### config.mk
export PLATFORM = sky130hd
export DESIGN_NAME = plus_seq
export DESIGN_NICKNAME = d
export VERILOG_FILES = /design/src/rtl/plus_seq.sv
export SDC_FILE = /design/constraint.sdc
export NUM_CORES = 1
export LEC_CHECK = 0
export BUFFER_PORTS_ARGS = -buffer_cell sky130_fd_sc_hd__buf_2
export CORE_MARGIN = 2
export CORE_UTILIZATION = 30
export CTS_CLUSTER_DIAMETER = 60
export DETAILED_ROUTE_END_ITERATION = 7
export PLACE_DENSITY = 0.46
export RECOVER_POWER = 25
export SYNTH_ARGS = -nofsm -noshare
export SYNTH_HDL_FRONTEND = slang
export SYNTH_SLANG_ARGS = --single-unit
### constraint.sdc
create_clock -name clk_i -period 6.2 [get_ports clk_i]
set_clock_uncertainty 0.05 [all_clocks]
set_input_delay 1.24 -clock clk_i [delete_from_list [all_inputs] [get_ports clk_i]]
set_output_delay 1.24 -clock clk_i [all_outputs]
set_load 0.03 [all_outputs]
### src/rtl/plus_seq.sv
// Beat sequencer for the zonotope Minkowski sum Z plus W: walks center, G, A and b of OUT.
// Optional: PLUS_SEQ_SKIP_ZERO_EN drops the all-zero off-diagonal blocks of the CON phase.
module plus_seq #(
    parameter int NMAX  = 512,
    parameter int NGMAX = 1024,
    parameter int NCMAX = 512,
    localparam int NW   = $clog2(NMAX) + 1,
    localparam int GW   = $clog2(NGMAX) + 1,
    localparam int CCW  = $clog2(NCMAX) + 1,
    localparam int IW   = $clog2(2 * NGMAX) + 1
) (
    input  logic           clk_i,
    input  logic           rstn_i,
    input  logic           start_i,
    input  logic [NW-1:0]  nz_i,
    input  logic [NW-1:0]  nw_i,
    input  logic [GW-1:0]  ngz_i,
    input  logic [GW-1:0]  ngw_i,
    input  logic [CCW-1:0] ncz_i,
    input  logic [CCW-1:0] ncw_i,
    output logic           vld_o,
    input  logic           rdy_i,
    output logic [1:0]     phase_o,
    output logic [IW-1:0]  row_o,
    output logic [IW-1:0]  col_o,
    output logic [1:0]     src_o,
    output logic [IW-1:0]  srow_o,
    output logic [IW-1:0]  scol_o,
    output logic           busy_o,
    output logic           done_o,
    output logic           err_o,
    output logic [2:0]     state_o
);

    localparam int MW0 = (NW > GW) ? NW : GW;
    localparam int MW  = (MW0 > CCW) ? MW0 : CCW;
    localparam int CW  = MW + 1;
    localparam logic [CW-1:0] ONE = CW'(1);

    localparam logic [1:0] SRC_ZERO = 2'b00;
    localparam logic [1:0] SRC_Z    = 2'b01;
    localparam logic [1:0] SRC_W    = 2'b10;
    localparam logic [1:0] SRC_ADD  = 2'b11;

    typedef enum logic [2:0] {
        S_IDLE = 3'd0,
        S_CEN  = 3'd1,
        S_GEN  = 3'd2,
        S_CON  = 3'd3,
        S_BVEC = 3'd4,
        S_DONE = 3'd5
    } state_t;

    state_t          state_q, state_d;
    logic [CW-1:0]   row_q, col_q, row_d, col_d;
    logic [CW-1:0]   n_q, ngz_q, ngw_q, ncz_q, ncw_q;
    logic            err_q;

    // Dimensions seen by the phase logic: live inputs while idle, latched copies afterwards.
    logic [CW-1:0]   d_n, d_ngz, d_ngw, d_ncz, d_ncw, d_ngt, d_nct;
    logic            cen_ne, gen_ne, con_ne, bvec_ne;
    state_t          after_cen, after_gen, after_con, first_ph, nxt_ph;
    logic [CW-1:0]   con_r0, con_c0;

    always_comb begin
        d_n   = (state_q == S_IDLE) ? CW'(nz_i)  : n_q;
        d_ngz = (state_q == S_IDLE) ? CW'(ngz_i) : ngz_q;
        d_ngw = (state_q == S_IDLE) ? CW'(ngw_i) : ngw_q;
        d_ncz = (state_q == S_IDLE) ? CW'(ncz_i) : ncz_q;
        d_ncw = (state_q == S_IDLE) ? CW'(ncw_i) : ncw_q;
        d_ngt = d_ngz + d_ngw;
        d_nct = d_ncz + d_ncw;

        cen_ne  = (d_n != '0);
        gen_ne  = (d_n != '0) && (d_ngt != '0);
        bvec_ne = (d_nct != '0);
`ifdef PLUS_SEQ_SKIP_ZERO_EN
        con_ne  = ((d_ncz != '0) && (d_ngz != '0)) || ((d_ncw != '0) && (d_ngw != '0));
        con_r0  = ((d_ncz != '0) && (d_ngz != '0)) ? '0 : d_ncz;
        con_c0  = ((d_ncz != '0) && (d_ngz != '0)) ? '0 : d_ngz;
`else
        con_ne  = (d_nct != '0) && (d_ngt != '0);
        con_r0  = '0;
        con_c0  = '0;
`endif
        after_con = bvec_ne ? S_BVEC : S_DONE;
        after_gen = con_ne  ? S_CON  : after_con;
        after_cen = gen_ne  ? S_GEN  : after_gen;
        first_ph  = cen_ne  ? S_CEN  : after_cen;
    end

    // Beat fields are a pure function of the registered state and indices, so they
    // cannot change while a beat waits for rdy_i.
    logic [1:0]    phase_c, src_c;
    logic [CW-1:0] srow_c, scol_c, ocol_c;

    always_comb begin
        vld_o   = 1'b0;
        phase_c = 2'b00;
        src_c   = SRC_ZERO;
        srow_c  = '0;
        scol_c  = '0;
        ocol_c  = '0;
        unique case (state_q)
            S_CEN: begin
                vld_o   = 1'b1;
                src_c   = SRC_ADD;
                srow_c  = row_q;
            end
            S_GEN: begin
                vld_o   = 1'b1;
                phase_c = 2'b01;
                ocol_c  = col_q;
                srow_c  = row_q;
                if (col_q < d_ngz) begin
                    src_c  = SRC_Z;
                    scol_c = col_q;
                end else begin
                    src_c  = SRC_W;
                    scol_c = col_q - d_ngz;
                end
            end
            S_CON: begin
                vld_o   = 1'b1;
                phase_c = 2'b10;
                ocol_c  = col_q;
                if ((row_q < d_ncz) && (col_q < d_ngz)) begin
                    src_c  = SRC_Z;
                    srow_c = row_q;
                    scol_c = col_q;
                end else if ((row_q >= d_ncz) && (col_q >= d_ngz)) begin
                    src_c  = SRC_W;
                    srow_c = row_q - d_ncz;
                    scol_c = col_q - d_ngz;
                end
            end
            S_BVEC: begin
                vld_o   = 1'b1;
                phase_c = 2'b11;
                if (row_q < d_ncz) begin
                    src_c  = SRC_Z;
                    srow_c = row_q;
                end else begin
                    src_c  = SRC_W;
                    srow_c = row_q - d_ncz;
                end
            end
            default: ;
        endcase
    end

    assign phase_o = phase_c;
    assign src_o   = src_c;
    assign row_o   = vld_o ? row_q[IW-1:0] : '0;
    assign col_o   = ocol_c[IW-1:0];
    assign srow_o  = srow_c[IW-1:0];
    assign scol_o  = scol_c[IW-1:0];
    assign busy_o  = (state_q != S_IDLE);
    assign done_o  = (state_q == S_DONE);
    assign err_o   = (state_q == S_DONE) && err_q;
    assign state_o = state_q;

    // Index advance within the current phase (column-fastest); last marks the final beat.
    logic [CW-1:0] rows, cols, adv_row, adv_col;
    logic          last;

    always_comb begin
        rows    = ONE;
        cols    = ONE;
        adv_row = row_q;
        adv_col = col_q;
        last    = 1'b0;
        unique case (state_q)
            S_CEN:   begin rows = d_n;   cols = ONE;   end
            S_GEN:   begin rows = d_n;   cols = d_ngt; end
            S_CON:   begin rows = d_nct; cols = d_ngt; end
            S_BVEC:  begin rows = d_nct; cols = ONE;   end
            default: ;
        endcase
        if (col_q + ONE != cols) begin
            adv_col = col_q + ONE;
        end else if (row_q + ONE != rows) begin
            adv_row = row_q + ONE;
            adv_col = '0;
        end else begin
            last = 1'b1;
        end
`ifdef PLUS_SEQ_SKIP_ZERO_EN
        if (state_q == S_CON) begin
            last    = 1'b0;
            adv_row = row_q;
            adv_col = col_q;
            if (row_q < d_ncz) begin
                if (col_q + ONE != d_ngz) begin
                    adv_col = col_q + ONE;
                end else if (row_q + ONE != d_ncz) begin
                    adv_row = row_q + ONE;
                    adv_col = '0;
                end else if ((d_ncw != '0) && (d_ngw != '0)) begin
                    adv_row = d_ncz;
                    adv_col = d_ngz;
                end else begin
                    last = 1'b1;
                end
            end else begin
                if (col_q + ONE != d_ngt) begin
                    adv_col = col_q + ONE;
                end else if (row_q + ONE != d_nct) begin
                    adv_row = row_q + ONE;
                    adv_col = d_ngz;
                end else begin
                    last = 1'b1;
                end
            end
        end
`endif
    end

    // Handshake: a beat transfers on a rising edge where vld_o and rdy_i are both high;
    // indices and phase move only on such a transfer.
    always_comb begin
        state_d = state_q;
        row_d   = row_q;
        col_d   = col_q;
        nxt_ph  = S_DONE;
        unique case (state_q)
            S_IDLE: begin
                if (start_i) begin
                    nxt_ph  = (nz_i != nw_i) ? S_DONE : first_ph;
                    state_d = nxt_ph;
                end
            end
            S_CEN, S_GEN, S_CON, S_BVEC: begin
                if (rdy_i) begin
                    if (last) begin
                        nxt_ph  = (state_q == S_CEN) ? after_cen :
                                  (state_q == S_GEN) ? after_gen :
                                  (state_q == S_CON) ? after_con : S_DONE;
                        state_d = nxt_ph;
                    end else begin
                        row_d = adv_row;
                        col_d = adv_col;
                    end
                end
            end
            S_DONE:  state_d = S_IDLE;
            default: state_d = S_IDLE;
        endcase
        if (state_d != state_q) begin
            row_d = (state_d == S_CON) ? con_r0 : '0;
            col_d = (state_d == S_CON) ? con_c0 : '0;
        end
    end

    always_ff @(posedge clk_i or negedge rstn_i) begin
        if (!rstn_i) begin
            state_q <= S_IDLE;
            row_q   <= '0;
            col_q   <= '0;
            n_q     <= '0;
            ngz_q   <= '0;
            ngw_q   <= '0;
            ncz_q   <= '0;
            ncw_q   <= '0;
            err_q   <= 1'b0;
        end else begin
            state_q <= state_d;
            row_q   <= row_d;
            col_q   <= col_d;
            if ((state_q == S_IDLE) && start_i) begin
                n_q   <= CW'(nz_i);
                ngz_q <= CW'(ngz_i);
                ngw_q <= CW'(ngw_i);
                ncz_q <= CW'(ncz_i);
                ncw_q <= CW'(ncw_i);
                err_q <= (nz_i != nw_i);
            end
        end
    end

endmodule
==> results of run 1 <==
==> sequential cells by signal, summed over array words and instances, names as in the netlist, 3 cells and up <==
| name | flops |
|---|---|
| col_q | 12 |
| row_q | 12 |
| ngw_q | 11 |
| ngz_q | 11 |
| n_q | 10 |
| ncw_q | 10 |
| ncz_q | 10 |
| state_o | 3 |
==> cells by family after synthesis <==
family / Yosys count
buf+inv: 106
simple gates: 388
compound gates: 263
fa+ha+maj: 46
flops: 80
xor+xnor: 70
mux: 77
==> layout make-up <==
type / count / area [um2]
Sequential cell: 80 / 2002
Multi-Input combinational cell: 844 / 5759
Timing Repair Buffer: 145 / 787.0
Inverter: 41 / 153.9
Clock inverter: 6 / 67.56
Clock buffer: 10 / 239.0
Fill cell: 2854 / 17440
Tap cell: 341 / 426.7
==> metrics by stage <==
| step | std cells | setup TNS (ns) | setup slack, ns | utilization |
|---|---|---|---|---|
| 2_1_floorplan | 1030 | 0 | 0.3356 | - |
| 3_3_place_gp | 1448 | 0 | 0.3482 | 0.3386 |
| 3_5_place_dp | 1448 | 0 | 0.1713 | 0.3386 |
| 4_1_cts | 1464 | 0 | 0.09764 | 0.3500 |
| 5_1_grt | 1467 | -0.1670 | -0.02394 | 0.3511 |
| 6_report | 1467 | 0 | 0.3162 | 0.3511 |
==> layer usage <==
layer,track usage,vias up,share of wire
met5,0,-,0
met4,0.04682,0,0.020
met3,0.03195,27,0.039
met2,0.3530,197,0.51
met1,0.2394,3773,0.44
li1,-,3933,-
==> placed cells by master, fill, tap and decap left out, types with 24 or more instances in the layout <==
master / n
nand2_1: 136
buf_2: 123
dfrtp_1: 80
a21oi_1: 67
nor2_1: 63
mux2_2: 53
xnor2_1: 43
o21ai_0: 43
ha_1: 42
inv_1: 39
nand3_1: 30
and2_1: 29
xor2_1: 27
nor3_1: 24
==> path summary, 6_finish.rpt <==
path,slack (ns),start,to
hold / removal,0.46,ncw_q[4]$_DFFE_PN0P_,ncw_q[4]$_DFFE_PN0P_
min in group asynchronous,1.19,rstn_i,ngw_q[2]$_DFFE_PN0P_
setup / recovery,0.32,state_o[0]$_DFF_PN0_,scol_o[4]
setup reg to reg,0.74,state_o[0]$_DFF_PN0_,row_q[9]$_DFFE_PN0P_
hold reg to reg,0.46,ncw_q[4]$_DFFE_PN0P_,ncw_q[4]$_DFFE_PN0P_
max in group asynchronous,2.65,rstn_i,n_q[2]$_DFFE_PN0P_
==> worst reg2reg max path, cell delays in order (launching register included) <==
cell and delay [ns]:
dfrtp_1 0.41, nor3_4 0.22, buf_12 0.28, inv_2 0.09, buf_4 0.23, nand2_1 0.10
nand2_1 0.07, ha_1 0.24, fa_1 0.48, a211oi_1 0.30, o21ai_0 0.21, a2111oi_0 0.58
nor2_1 0.17, xnor2_1 0.16, nor4_1 0.47, o211a_1 0.27, o211ai_2 0.36, or4_1 0.54
a21oi_1 0.15
==> power by group through the flow <==
stage	Clock [mW]	Sequential, mW	Combinational, mW
after floorplan	0	0.835	3.72
after global placement	0	0.875	4.97
after detailed placement	0	0.885	4.97
after CTS	0.594	0.875	4.99
after global routing	0.606	0.907	5.52
final	0.568	0.877	4.98
==> what timing repair did <==
action                                 in CTS  in global routing
endpoints found under the hold margin       0                  0
resized for setup                           0                  4
buffers inserted                            0                  3
setup endpoints to repair                   0                 22
==> flow_summary.toml, run 1 <==
[status]
status = "finished with violations"
violations = "capacitance limit, slew limit"

[timing]
slew_headroom = -0.03807
drv_slew = 83
fmaxAchievable_ghz = 0.1700
fin_crit_ns = 5.884
timing.hold.ws_ns = 0.4573
rsz0062_at_grt = "true"
final_hold_viol_count = 0
finalCritPeriodShare = 0.9490
tightest_slew_ns = 1.557
finalSetupViolCount = 0

[power_and_ir_drop]
p_sw_mw = 3.507
p_seq_frac = 0.137
ir_worst_vdd_uv = 361.0
finalPower_mw = 6.422
leakagePower_nw = 4.302
internal_power_mw = 2.915
powerDensity_nw_per_um2 = 680.7
combPwrFrac = 0.775
p_clk_frac = 0.088
swShare = 0.5461

[logic_synthesis]
ys_seq_elements = 80
synth_compound_area_frac = 0.2177
synth_area_leaders = "dfrtp_1, mux2_2, ha_1, nand2_1, xnor2_1"
yosys.area_share.simple = 0.2352
synth_cells = 1030
synthMuxAreaShare = 0.1023
ys_types = 75
yosysMostFrequentCell = "nand2_1"
yosys.area_share.adder = 0.07154
yosysTopAreaCell = "dfrtp_1"
synth-xor-area-share = 0.07490
synth_top_family_by_area = "simple AND/OR/NAND/NOR gates"
synth_edf_count = 0
synthArstFlopShare = 1.000
ys_seq_area_frac = 0.2446
avgSynthCellArea_um2 = 7.947
synth-warning-count = 0
ys_top_cells_by_count = "nand2_1, dfrtp_1, a21oi_1"
synth_top_area_share = 0.2446
synth_flop_cell = "dfrtp_1"
syn_area_um2 = 8185
synthesis.nets = 1140

[final_layout]
n_antenna_cell = 0
final_nets = 1231
drive_above_1_share = 0.2149
final_area_um2 = 9435
synthToLayoutAreaGrowth_pct = 15.27

[clocking]
cts_tree = "done"
clk_pin_slew_ns = 0.07
clock-root-buffer = "clkbuf_16"
htreeDepth = 3
clk_latency_ns = 0.35
clock-sinks = 80
clk_path_buf_depth = 2
cts_hold_buf = 0
numCtsBuffers = 9

[critical_path]
crit_chain = "nor3_4, buf_12, mux2i_2, ha_1, nand2_1, nand2_1, a2111o_1, a31oi_1, o211ai_1, a31oi_1, a21boi_0, a21oi_1, nor2_2, a22o_1, buf_2"
critical_path.max_stage_delay_ns = 0.43
cp_num_cells = 15
cp.required_ns = 4.91
crit_fanout = 47
worstPathArrival_ns = 4.59
critPathSlowestCell = "mux2i_2"
critPathCaptureType = "output pin"
critical-path-top-delay-family = "compound AO/OA/AOI/OAI gates"
crit_type = "flop to output pin"
rr_worst_depth = 18
start_kind = "flop"
critPathBufInv = 2

[floorplan]
core_um2 = 26880
pin_count = 125
start_util = 0.3046
dieArea_um2 = 28620
die_w_um = 169.2
dieHeight_um = 169.2
num_rows = 60

[detailed_routing]
vias = 7930
drcViolationCount = 0
antenna_left = 0
vias_per_cell = 5.406
first_pass_iters = 5
first_iter_violations = 465
routedWlPerCell_um = 18.66
routed_wl_um = 27370

[placement]
dp_hpwl_um = 21060
numPortBuffers = 124
detailed_place.area_um2 = 9100
gp_congestion = 0.8612

[min_path]
min_path_type = "flop to flop"
holdPathStages = 1

[grt]
grt_max_degree = 59
grt_pass1_wl_um = 43560
antenna_found_initial = 0
globalRouteTotalUtil = 0.1944
overflow = 0
grt_pass1_vias = 7758

[job]
cap_violations = 2
(Power assumes the default switching activity.)
==> inputs of run 2 (changes only) <==
--- a/config.mk
+++ b/config.mk
@@ -7,10 +7,10 @@
 export LEC_CHECK = 0
 export BUFFER_PORTS_ARGS = -buffer_cell sky130_fd_sc_hd__buf_2
 export CORE_MARGIN = 2
-export CORE_UTILIZATION = 30
+export CORE_UTILIZATION = 59
 export CTS_CLUSTER_DIAMETER = 60
 export DETAILED_ROUTE_END_ITERATION = 7
-export PLACE_DENSITY = 0.46
+export PLACE_DENSITY = 0.8
 export RECOVER_POWER = 25
 export SYNTH_ARGS = -nofsm -noshare
 export SYNTH_HDL_FRONTEND = slang
==> run 2 against run 1 <==
Compared with the run above: the flow still finishes with violations (capacitance limit, slew limit); core utilization up 32 points; global-route usage up 12 points; fmax up 1.1%; setup slack better by 0.062 ns; critical path depth up 2; hold slack better by 0.0018 ns; flip-flop and latch count unchanged; largest cell class unchanged.
==> flow_summary.toml, run 2 (synthesis results as in run 1) <==
[floorplan]
core_um2 = 13720
die_w_um = 121.8
pin_count = 125
dieHeight_um = 121.8
num_rows = 43
start_util = 0.5966
dieArea_um2 = 14830

[final_layout]
reg_top3 = "col_q: 12 flops, row_q: 12 flops"
final_nets = 1228
synthToLayoutAreaGrowth_pct = 12.46
layout_commonest_cell = "nand2_1"
drive_above_1_share = 0.2102
mostFrequentLayoutCells = "nand2_1, buf_2, dfrtp_1"
n_antenna_cell = 0
fin_util = 0.6710

[detailed_routing]
first_iter_violations = 644
antenna_left = 0
vias = 8109
routedWlPerCell_um = 17.72
drcViolationCount = 0
first_pass_iters = 5
routed_wl_um = 23090
vias_per_cell = 6.223

[min_path]
min_from = "ncw_q[3]$_DFFE_PN0P_"
min_path_type = "flop to flop"
holdPathEnd = "ncw_q[3]$_DFFE_PN0P_"
holdPathStages = 1

[job]
cap_violations = 1

[critical_path]
critPathCaptureType = "output pin"
rr_worst_depth = 18
crit_top_cell = "buf_4"
cp.required_ns = 4.91
start_kind = "flop"
worstPathArrival_ns = 4.53
rrSetupSlack_ns = 0.74
critPathSlowestCell = "dfrtp_1"
critical_path.max_stage_delay_ns = 0.41
crit_fanout = 9
r2r-start = "state_o[0]$_DFF_PN0_"
crit_type = "flop to output pin"
crit_chain = "nor3_4, buf_4, mux2i_1, ha_1, nand2_1, nand2_1, a2111o_1, a31oi_1, o211ai_1, buf_4, a31oi_1, a21boi_0, a21oi_1, buf_4, nor2_1, a22o_1, buf_2"
r2r-end = "col_q[9]$_DFFE_PN0P_"

[timing]
setup_tns_ns = 0
tightest_slew_ns = 4.371
drv_slew = 81
finalSetupViolCount = 0
final_hold_viol_count = 0
slew_headroom = -1.914
rsz0062_at_grt = "false"
fin_crit_ns = 5.822
fmaxAchievable_ghz = 0.1718
finalCritPeriodShare = 0.9391

[clocking]
clk_path_buf_depth = 2
clk_latency_ns = 0.36
clk_pin_slew_ns = 0.07
cts-resized-gates = 0
htreeDepth = 3
cts_hold_buf = 0
cts_setup_buffers = 0
cts_tree = "done"
clock-root-buffer = "clkbuf_16"
numCtsBuffers = 9
clock-sinks = 80

[placement]
numPortBuffers = 124
dp_hpwl_um = 17570
gp_congestion = 0.9874

[grt]
overflow = 0
globalRouteTotalUtil = 0.3183
grt_pass1_wl_um = 37340
antenna_found_initial = 0
grt_max_degree = 81
grt_pass1_vias = 7367

[status]
violations = "capacitance limit, slew limit"
status = "finished with violations"
==> run 2: worst max-delay path: cells and delay by family, from the launching register on <==
family | cells | cell delay (ns)
AOI/OAI and AO/OA | 7 | 1.59
buffers and inverters | 4 | 0.80
and+or+nand+nor | 4 | 0.60
DFF | 1 | 0.41
adders and majority gates | 1 | 0.39
muxes | 1 | 0.38
==> run 2: stage by stage <==
stage / instances / cell area, um2 / setup WS (ns) / hold slack, ns
6_report: 1303 / 9205 / 0.3779 / 0.4591
5_1_grt: 1303 / 9205 / 0.07181 / 0.4645
4_1_cts: 1303 / 9201 / 0.1697 / 0.4598
3_5_place_dp: 1287 / 8909 / 0.2589 / 0.4445
3_3_place_gp: 1287 / 8909 / 0.3737 / 0.4371
2_1_floorplan: 1030 / 8185 / 0.3356 / 0.4300
==> run 2: cell type report <==
| class | instances | area (um2) |
|---|---|---|
| multi-input cells | 844 | 5752 |
| fillers | 1191 | 4514 |
| flip-flops and latches | 80 | 2002 |
| repair buffers | 142 | 779.5 |
| clock buffers | 9 | 225.2 |
| well taps | 180 | 225.2 |
| inverters | 41 | 153.9 |
| clock inverters | 7 | 67.56 |
==> run 2: routing by layer <==
| layer | up-vias | global-route usage | share of wire |
|---|---|---|---|
| met5 | - | 0 | 0 |
| met4 | 0 | 0.1135 | 0.029 |
| met3 | 57 | 0.04588 | 0.057 |
| met2 | 287 | 0.5580 | 0.50 |
| met1 | 3848 | 0.3988 | 0.41 |
| li1 | 3917 | - | - |
==> run 2: worst max path at each step <==
stage                              start        end  slack [ns]
floorplan           state_o[1]$_DFF_PN0_  srow_o[4]        0.34
global placement                ngz_i[0]  srow_o[8]        0.37
detailed placement              ncz_i[4]  srow_o[2]        0.26
CTS                 state_o[0]$_DFF_PN0_  srow_o[2]        0.17
global route        state_o[1]$_DFF_PN0_  scol_o[8]        0.07
finish              state_o[0]$_DFF_PN0_  scol_o[8]        0.38
Power of run 2 is left out: the tool's default activity adds up to more than one toggle a clock period on the data nets, which glitch-free logic cannot reach.
